## config.mk

```make
export PLATFORM = sky130hd
export DESIGN_NAME = sw_seq_loader
export DESIGN_NICKNAME = d
export VERILOG_FILES = /design/src/rtl/sw_seq_loader.sv
export SDC_FILE = /design/constraint.sdc
export NUM_CORES = 1
export LEC_CHECK = 0
export BUFFER_PORTS_ARGS = -buffer_cell sky130_fd_sc_hd__buf_4
export CAP_MARGIN = 20
export CORE_UTILIZATION = 40
export DETAILED_ROUTE_END_ITERATION = 12
export GPL_ROUTABILITY_DRIVEN = 0
export PLACE_DENSITY = 0.66
export REMOVE_ABC_BUFFERS = 1
export SLEW_MARGIN = 20
export SYNTH_ARGS = -nofsm -noshare
export SYNTH_HDL_FRONTEND = slang
export SYNTH_SLANG_ARGS = --single-unit
```

## constraint.sdc

```tcl
create_clock -name clock -period 2.2 [get_ports clock]
set_input_delay 0.22 -clock clock [delete_from_list [all_inputs] [get_ports clock]]
set_output_delay 0.22 -clock clock [all_outputs]
set_load 0.02 [all_outputs]
```

## src/rtl/sw_seq_loader.sv

```systemverilog
// Serial-to-parallel base loader and start/done sequencer for the SW scoring core.
// One frame in flight: LOAD beats -> pulse start -> wait done -> hand off the score.
module sw_seq_loader #(
   parameter int unsigned Q_LEN        = 6,
   parameter int unsigned R_LEN        = 10,
   parameter int unsigned START_CYCLES = 12,
   parameter int unsigned SCORE_W      = 5
) (
   input  logic                 clock,
   input  logic                 reset,
   input  logic                 io_in_valid,
   output logic                 io_in_ready,
   input  logic [1:0]           io_in_base,
   input  logic                 io_in_last,
   output logic [2*Q_LEN-1:0]   io_q_b,
   output logic [2*R_LEN-1:0]   io_r_b,
   output logic                 io_sw_start,
   input  logic                 io_sw_done,
   input  logic [SCORE_W-1:0]   io_sw_result,
   output logic                 io_out_valid,
   input  logic                 io_out_ready,
   output logic [SCORE_W-1:0]   io_out_score,
   output logic                 io_busy,
   output logic                 io_err
);

   localparam int unsigned N_BEATS = Q_LEN + R_LEN;
   localparam int unsigned CNT_W   = $clog2(N_BEATS);
   localparam int unsigned SCNT_W  = $clog2(START_CYCLES + 1);

   localparam logic [CNT_W-1:0]  LAST_IDX  = CNT_W'(N_BEATS - 1);
   localparam logic [SCNT_W-1:0] START_END = SCNT_W'(START_CYCLES - 1);

   typedef enum logic [2:0] {
      S_IDLE,
      S_LOAD,
      S_START,
      S_WAIT,
      S_OUT
   } state_t;

   state_t             state;
   logic [CNT_W-1:0]   beat_cnt;
   logic [SCNT_W-1:0]  start_cnt;

   always_ff @(posedge clock or negedge reset) begin
      if (!reset) begin
         state        <= S_IDLE;
         beat_cnt     <= '0;
         start_cnt    <= '0;
         io_q_b       <= '0;
         io_r_b       <= '0;
         io_sw_start  <= 1'b0;
         io_out_valid <= 1'b0;
         io_busy      <= 1'b0;
         io_err       <= 1'b0;
         io_out_score <= '0;
         io_in_ready  <= 1'b0;
      end else begin
         case (state)
            S_IDLE: begin
               io_in_ready <= 1'b1;
               state       <= S_LOAD;
            end

            S_LOAD: begin
               if (io_in_valid && io_in_ready) begin
                  for (int unsigned i = 0; i < Q_LEN; i++)
                     if (beat_cnt == CNT_W'(i))
                        io_q_b[2*i +: 2] <= io_in_base;
                  for (int unsigned i = 0; i < R_LEN; i++)
                     if (beat_cnt == CNT_W'(Q_LEN + i))
                        io_r_b[2*i +: 2] <= io_in_base;

                  // Misframed beats still land in the vectors; the next frame overwrites them.
                  if (beat_cnt == LAST_IDX) begin
                     beat_cnt <= '0;
                     if (io_in_last) begin
                        io_in_ready <= 1'b0;
                        io_sw_start <= 1'b1;
                        io_busy     <= 1'b1;
                        start_cnt   <= '0;
                        state       <= S_START;
                     end else begin
                        io_err <= 1'b1;
                     end
                  end else if (io_in_last) begin
                     io_err   <= 1'b1;
                     beat_cnt <= '0;
                  end else begin
                     beat_cnt <= beat_cnt + 1'b1;
                  end
               end
            end

            S_START: begin
               if (start_cnt == START_END) begin
                  io_sw_start <= 1'b0;
                  state       <= S_WAIT;
               end else begin
                  start_cnt <= start_cnt + 1'b1;
               end
            end

            S_WAIT: begin
               if (io_sw_done) begin
                  io_out_score <= io_sw_result;
                  io_out_valid <= 1'b1;
                  io_busy      <= 1'b0;
                  state        <= S_OUT;
               end
            end

            S_OUT: begin
               if (io_out_ready) begin
                  io_out_valid <= 1'b0;
                  io_in_ready  <= 1'b1;
                  state        <= S_LOAD;
               end
            end

            default: state <= S_IDLE;
         endcase
      end
   end

endmodule

```

# [Word level (Yosys, flattened, before mapping)]
# Cells that the tools add are included.
[op_classes] n_addsub=2 n_eq_ne=28 muxes=31 reduce_logical=33
[ops] cell="AND reduction 3 bit" n=17
[ops] cell="== test 4 bit (second input constant)" n=9
[ops] cell="2-to-1 mux 4 bit" n=6
[ops] cell="AND reduction 5 bit" n=4
[ops] cell="2-to-1 mux 3 bit" n=6
[ops] cell="== test 4 x 3 -> 1 bit (second input constant)" n=4
[ops] cell="!= test 2 bit (second input constant)" n=8
[ops] cell="one-hot mux 3 bit (5 select lines)" n=1
[ops] cell="2-to-1 mux 1 bit" n=13
[ops] cell="adder 4 x 1 -> 4 bit (second input constant)" n=2
[ops] cell="== test 4 x 2 -> 1 bit (second input constant)" n=2
[ops] cell="one-hot mux 4 bit (2 select lines)" n=1
[ops] cell="nonzero test 2 bit" n=4
[ops] cell="== test 3 x 2 -> 1 bit (second input constant)" n=2
[ops] cell="one-hot mux 1 bit (2 select lines)" n=3
[ops] cell="AND reduction 6 bit" n=1
[ops] cell="== test 4 x 1 -> 1 bit (second input constant)" n=1
[ops] cell="logical NOT 4 bit" n=1
[ops] cell="AND reduction 2 bit" n=2
[ops] cell="AND reduction 4 bit" n=1
[ops] cell="== test 3 x 1 -> 1 bit (second input constant)" n=1
[ops] cell="== test 3 bit (second input constant)" n=1
[ops] cell="logical NOT 3 bit" n=1
[ops] cell="one-hot mux 1 bit (3 select lines)" n=1
[ops] cell="other kinds (2)" n=2
[totals] register_bits=53 input_bits=13 out_inout_bits=42

# [Longest topological paths before layout]
[logic_depth] ltp_word=4 ltp_mapped=6 mapped_depth_nobuf=5

# [Least setup slack after synthesis]
# OpenSTA, ideal clock, no wires.
[synth_timing] kind="register to register" from="register beat_cnt[0]" to="register state[0]" setup_time_ns=0.125 arrival_ns=1.606 t_required_ns=2.075 setup_slack_ns=0.469 path_stages_with_launch=7 n_path_buf=1 synth_period_minus_slack_ns=1.731 cell_sequence="dfrtp_1 > ha_1 > and3_1 > buf_2 > a221oi_2 > nor3_4 > mux2_4"
[synth_between] elab_chain_cells=3
[synth_lines] item="start, declared" line="43" text="logic [CNT_W-1:0] beat_cnt;"
[synth_lines] item="start signal, assigned" line="91" text="beat_cnt <= beat_cnt + 1'b1;"
[synth_lines] item="== test 4 bit" line="76" text="if (beat_cnt == LAST_IDX) begin"
[synth_lines] item="!= test 2 bit (no source line)"
[synth_lines] item="AND reduction 6 bit (no source line)"
[synth_lines] item="end signal, assigned" line="83" text="state <= S_START;"
[synth_lines] item="end signal, assigned" line="99" text="state <= S_WAIT;"
[synth_lines] item="end signal, assigned" line="110" text="state <= S_OUT;"
[synth_lines] item="end, declared" line="42" text="state_t state;"
# No other way between the ends.
# A chain may end at the register's enable or synchronous reset.

# [Worst setup path in the final report]
[layout_timing] from="register state[0]" to="register io_r_b[2]"
[layout_between] elab_chain_cells=2
[layout_lines] item="start signal, assigned" line="48" text="state <= S_IDLE;"
[layout_lines] item="start signal, assigned" line="63" text="state <= S_LOAD;"
[layout_lines] item="start signal, assigned" line="83"
[layout_lines] item="== test 3 x 1 -> 1 bit" line="60" text="case (state)"
[layout_lines] item="AND reduction 3 bit (no source line)"
[layout_lines] item="end signal, assigned by index" line="73" text="io_r_b[2*i +: 2] <= io_in_base;"
[layout_lines] item="end, declared" line="16" text="output logic [2*R_LEN-1:0] io_r_b,"
# No other way between the ends.

==> results_dict.tcl <==
set metrics [dict create \
    grt_pass1_vias 1618 \
    reg2reg_depth 4 \
    outcome "completed" \
    n_antenna_cell 0 \
    fin_hold_ws_ns 0.143 \
    dieArea_um2 6430 \
    yosys_register_bits 53 \
    worst_pin_slew_ns 0.665 \
    p_leak_nw 1.49 \
    post_cts_resized 0 \
    rsz0062_at_grt "no" \
    fin_worst_skew_ns 0.00874 \
    end_kind "flip-flop" \
    grt_first_pass_wirelength_mm 7.83 \
    fmax_mhz 558 \
    r2r-end "io_r_b[2]$_DFFE_PN0P_" \
    hold_viol 0 \
    portBuffers 54 \
    drc_errors 0 \
    power_density_nw_per_um2 1240 \
    place_ws_ns 0.452 \
    drt_iter0_markers 88 \
    drt_wl_total_mm 4.79 \
    cts_root_buf "clkbuf_8" \
    hp-class "input port to flip-flop" \
    die_w_um 80.2 \
    insertion_delay_ns 0.31 \
    slowest_delay_ns 0.57 \
    ys.flop_type "dfrtp_1" \
    drive_above_1_share_pct 48.1 \
    instances_no_fill 318 \
    path_clk_slew_ns 0.09 \
    gr-total-overflow 0 \
    r2r_setup_slack_ns 0.41 \
    cts_tree "yes" \
    setup_viol 0 \
    post_cts_buffers 0 \
    cts_max_level 2 \
    fin_crit_ns 1.79 \
    core_um2 5920 \
    ys_seq_area_share_pct 54.2 \
    antenna_found_initial 0 \
    hold_depth 2 \
    setup_slack_ns 0.409 \
    synth_edf_count 0 \
    via_count 1643 \
    drv_slew 0 \
    finalCritPeriodShare_pct 81.4 \
    hold_start "io_sw_result[4]" \
    grt_max_degree 54 \
    cts_buffers 5 \
    track_usage_pct 16.2 \
    io_pins 55 \
    dp_hpwl_mm 3.36 \
    syn_avg_cell_area_um2 13.2 \
    worst-setup-path-type "flip-flop to flip-flop" \
    synthesis.area_um2 2440 \
    max_slew_margin_pct 55.7 \
    worstPathRequired_ns 2.39 \
    async_flop_share_pct 100 \
    route.antenna.remaining_nets 0 \
    setup.worst_path.start_class "flip-flop" \
    drt-vias-per-instance 5.17 \
    critPathArrivalTime_ns 1.98 \
    hold_end "io_out_score[4]$_DFFE_PN0P_" \
    crit_path_cell_trace "nand2b_4 -> nor3_2 -> and3_1 -> mux2_2" \
    yosys_warnings 0 \
    cpMaxStageDelayCell "dfrtp_1" \
    dieHeight_um 80.2 \
    setup_tns_ns 0 \
    nets 260 \
    nFillCells 527 \
    wl_per_cell_um 15.1 \
    cts_hold_repair.buffers 1 \
    drv_cap 0 \
    start_util_pct 41.3 \
    regToRegStartpoint "state[0]$_DFFE_PN0P_" \
    clock_path_buffers 2 \
    ys_types 41 \
    vdd_drop_max_uv 505 \
    row_count 28 \
    dr.pass1.iters 4 \
    critPathMaxFanout 11 \
    area_growth_pct 25.5 \
    cts_sinks 53 \
    place_inst 309 \
    synth_cells 185 \
]
[final cells by class]
class | instances | area, µm² | area share, %
tap | 75 | 93.8 | 3.06
inverter | 4 | 15.0 | 0.489
sequential | 53 | 1330 | 43.2
multi-input combinational | 120 | 1060 | 34.6
clock buffer | 5 | 68.8 | 2.24
timing repair buffer | 58 | 438 | 14.3
clock inverter | 3 | 65.1 | 2.12
[how the worst max path moves through the flow]
stage               cells past startpoint                     to  slack, ns                 start
floorplan                               4  io_q_b[8]$_DFFE_PN0P_       0.49  state[1]$_DFFE_PN0P_
global placement                        4  io_q_b[8]$_DFFE_PN0P_       0.45  state[1]$_DFFE_PN0P_
detailed placement                      4  io_q_b[9]$_DFFE_PN0P_       0.45  state[0]$_DFFE_PN0P_
CTS                                     4  io_r_b[2]$_DFFE_PN0P_       0.41  state[0]$_DFFE_PN0P_
global route                            4  io_r_b[4]$_DFFE_PN0P_       0.30  state[0]$_DFFE_PN0P_
finish                                  4  io_r_b[2]$_DFFE_PN0P_       0.41  state[0]$_DFFE_PN0P_
[critical path, delay by kind of cell, from the launching register on]
family | cells | cell delay, ns
and+or+nand+nor | 3 | 0.76
DFF | 1 | 0.57
muxes | 1 | 0.34
[layout by cell type, fill, tap and decap left out, types with 2 or more instances in the layout]
| cell type | n |
|---|---|
| nor4_4 | 2 |
| and3b_1 | 2 |
| bufinv_16 | 2 |
| o31ai_1 | 3 |
| inv_1 | 4 |
| nor2_1 | 4 |
| clkbuf_8 | 5 |
| nor3b_1 | 2 |
| nand3_1 | 4 |
| buf_4 | 57 |
| mux2_2 | 38 |
| o21ai_0 | 4 |
| dfrtp_1 | 53 |
| nand2_1 | 12 |
| nand4_1 | 3 |
| a21oi_1 | 3 |
| nand3b_1 | 2 |
| nor2_2 | 2 |
| and3_1 | 10 |
| ha_1 | 5 |
| o21a_1 | 2 |
| nor3_2 | 2 |
| a32o_1 | 2 |
[sequential cells by signal (all words and copies together), names as in the netlist]
signal and count:
io_r_b 20, io_q_b 12, io_out_score 5, beat_cnt 4
start_cnt 4, state 3, io_busy 1, io_err 1
io_in_ready 1, io_out_valid 1, io_sw_start 1
[cells in the mapped netlist (all sizes together) (2+ instances only)]
cell / instances / area share [%]
and3b: 2 / 0.72
nand4: 3 / 0.77
a32o: 2 / 0.82
buf: 5 / 1.3
nand3: 4 / 0.82
o21a: 2 / 0.61
nor2: 6 / 1.1
inv: 4 / 0.61
a21oi: 3 / 0.61
mux2: 39 / 18
o21ai: 5 / 1.0
and3: 10 / 2.6
nor3: 3 / 1.5
nand3b: 3 / 1.1
clkbuf: 3 / 0.46
o31ai: 4 / 1.8
nand2: 12 / 1.8
nor3b: 2 / 0.61
ha: 5 / 2.6
dfrtp: 53 / 54
nor4: 2 / 1.7
[power by group]
group | internal, mW | leakage, nW | switching (mW)
registers | 1.27 | 0.677 | 0.257
logic | 0.731 | 0.749 | 0.766
clock network | 0.452 | 0.0681 | 0.314
[routing by layer]
| layer | part of all wire (%) | vias up | track usage, % |
|---|---|---|---|
| li1 | - | 783 | - |
| met1 | 45 | 817 | 21.7 |
| met2 | 49 | 37 | 25.7 |
| met3 | 3.9 | 6 | 3.52 |
| met4 | 1.6 | 0 | 5.89 |
| met5 | 0 | - | 0 |
[through the flow]
stage                     cell area, µm²  utilization [%]  power (mW)
after global placement              2920             49.4        3.02
final                               3070             51.8        3.79
after detailed placement            2920             49.4        3.05
after CTS                           3070             51.8        3.83
after floorplan                     2400                -        2.48
after global routing                3070             51.8        4.01
[kinds of logic after synthesis]
kind of cell	synth area share [%]
AO/OA/AOI/OAI	6.40
XOR/XNOR	0.717
adder cells (fa/ha/maj)	2.56
buffers and inverters	2.35
flip-flops	54.2
multiplexers	18.5
AND/OR/NAND/NOR	15.2
Note: power is estimated with default switching activity, not from simulation.
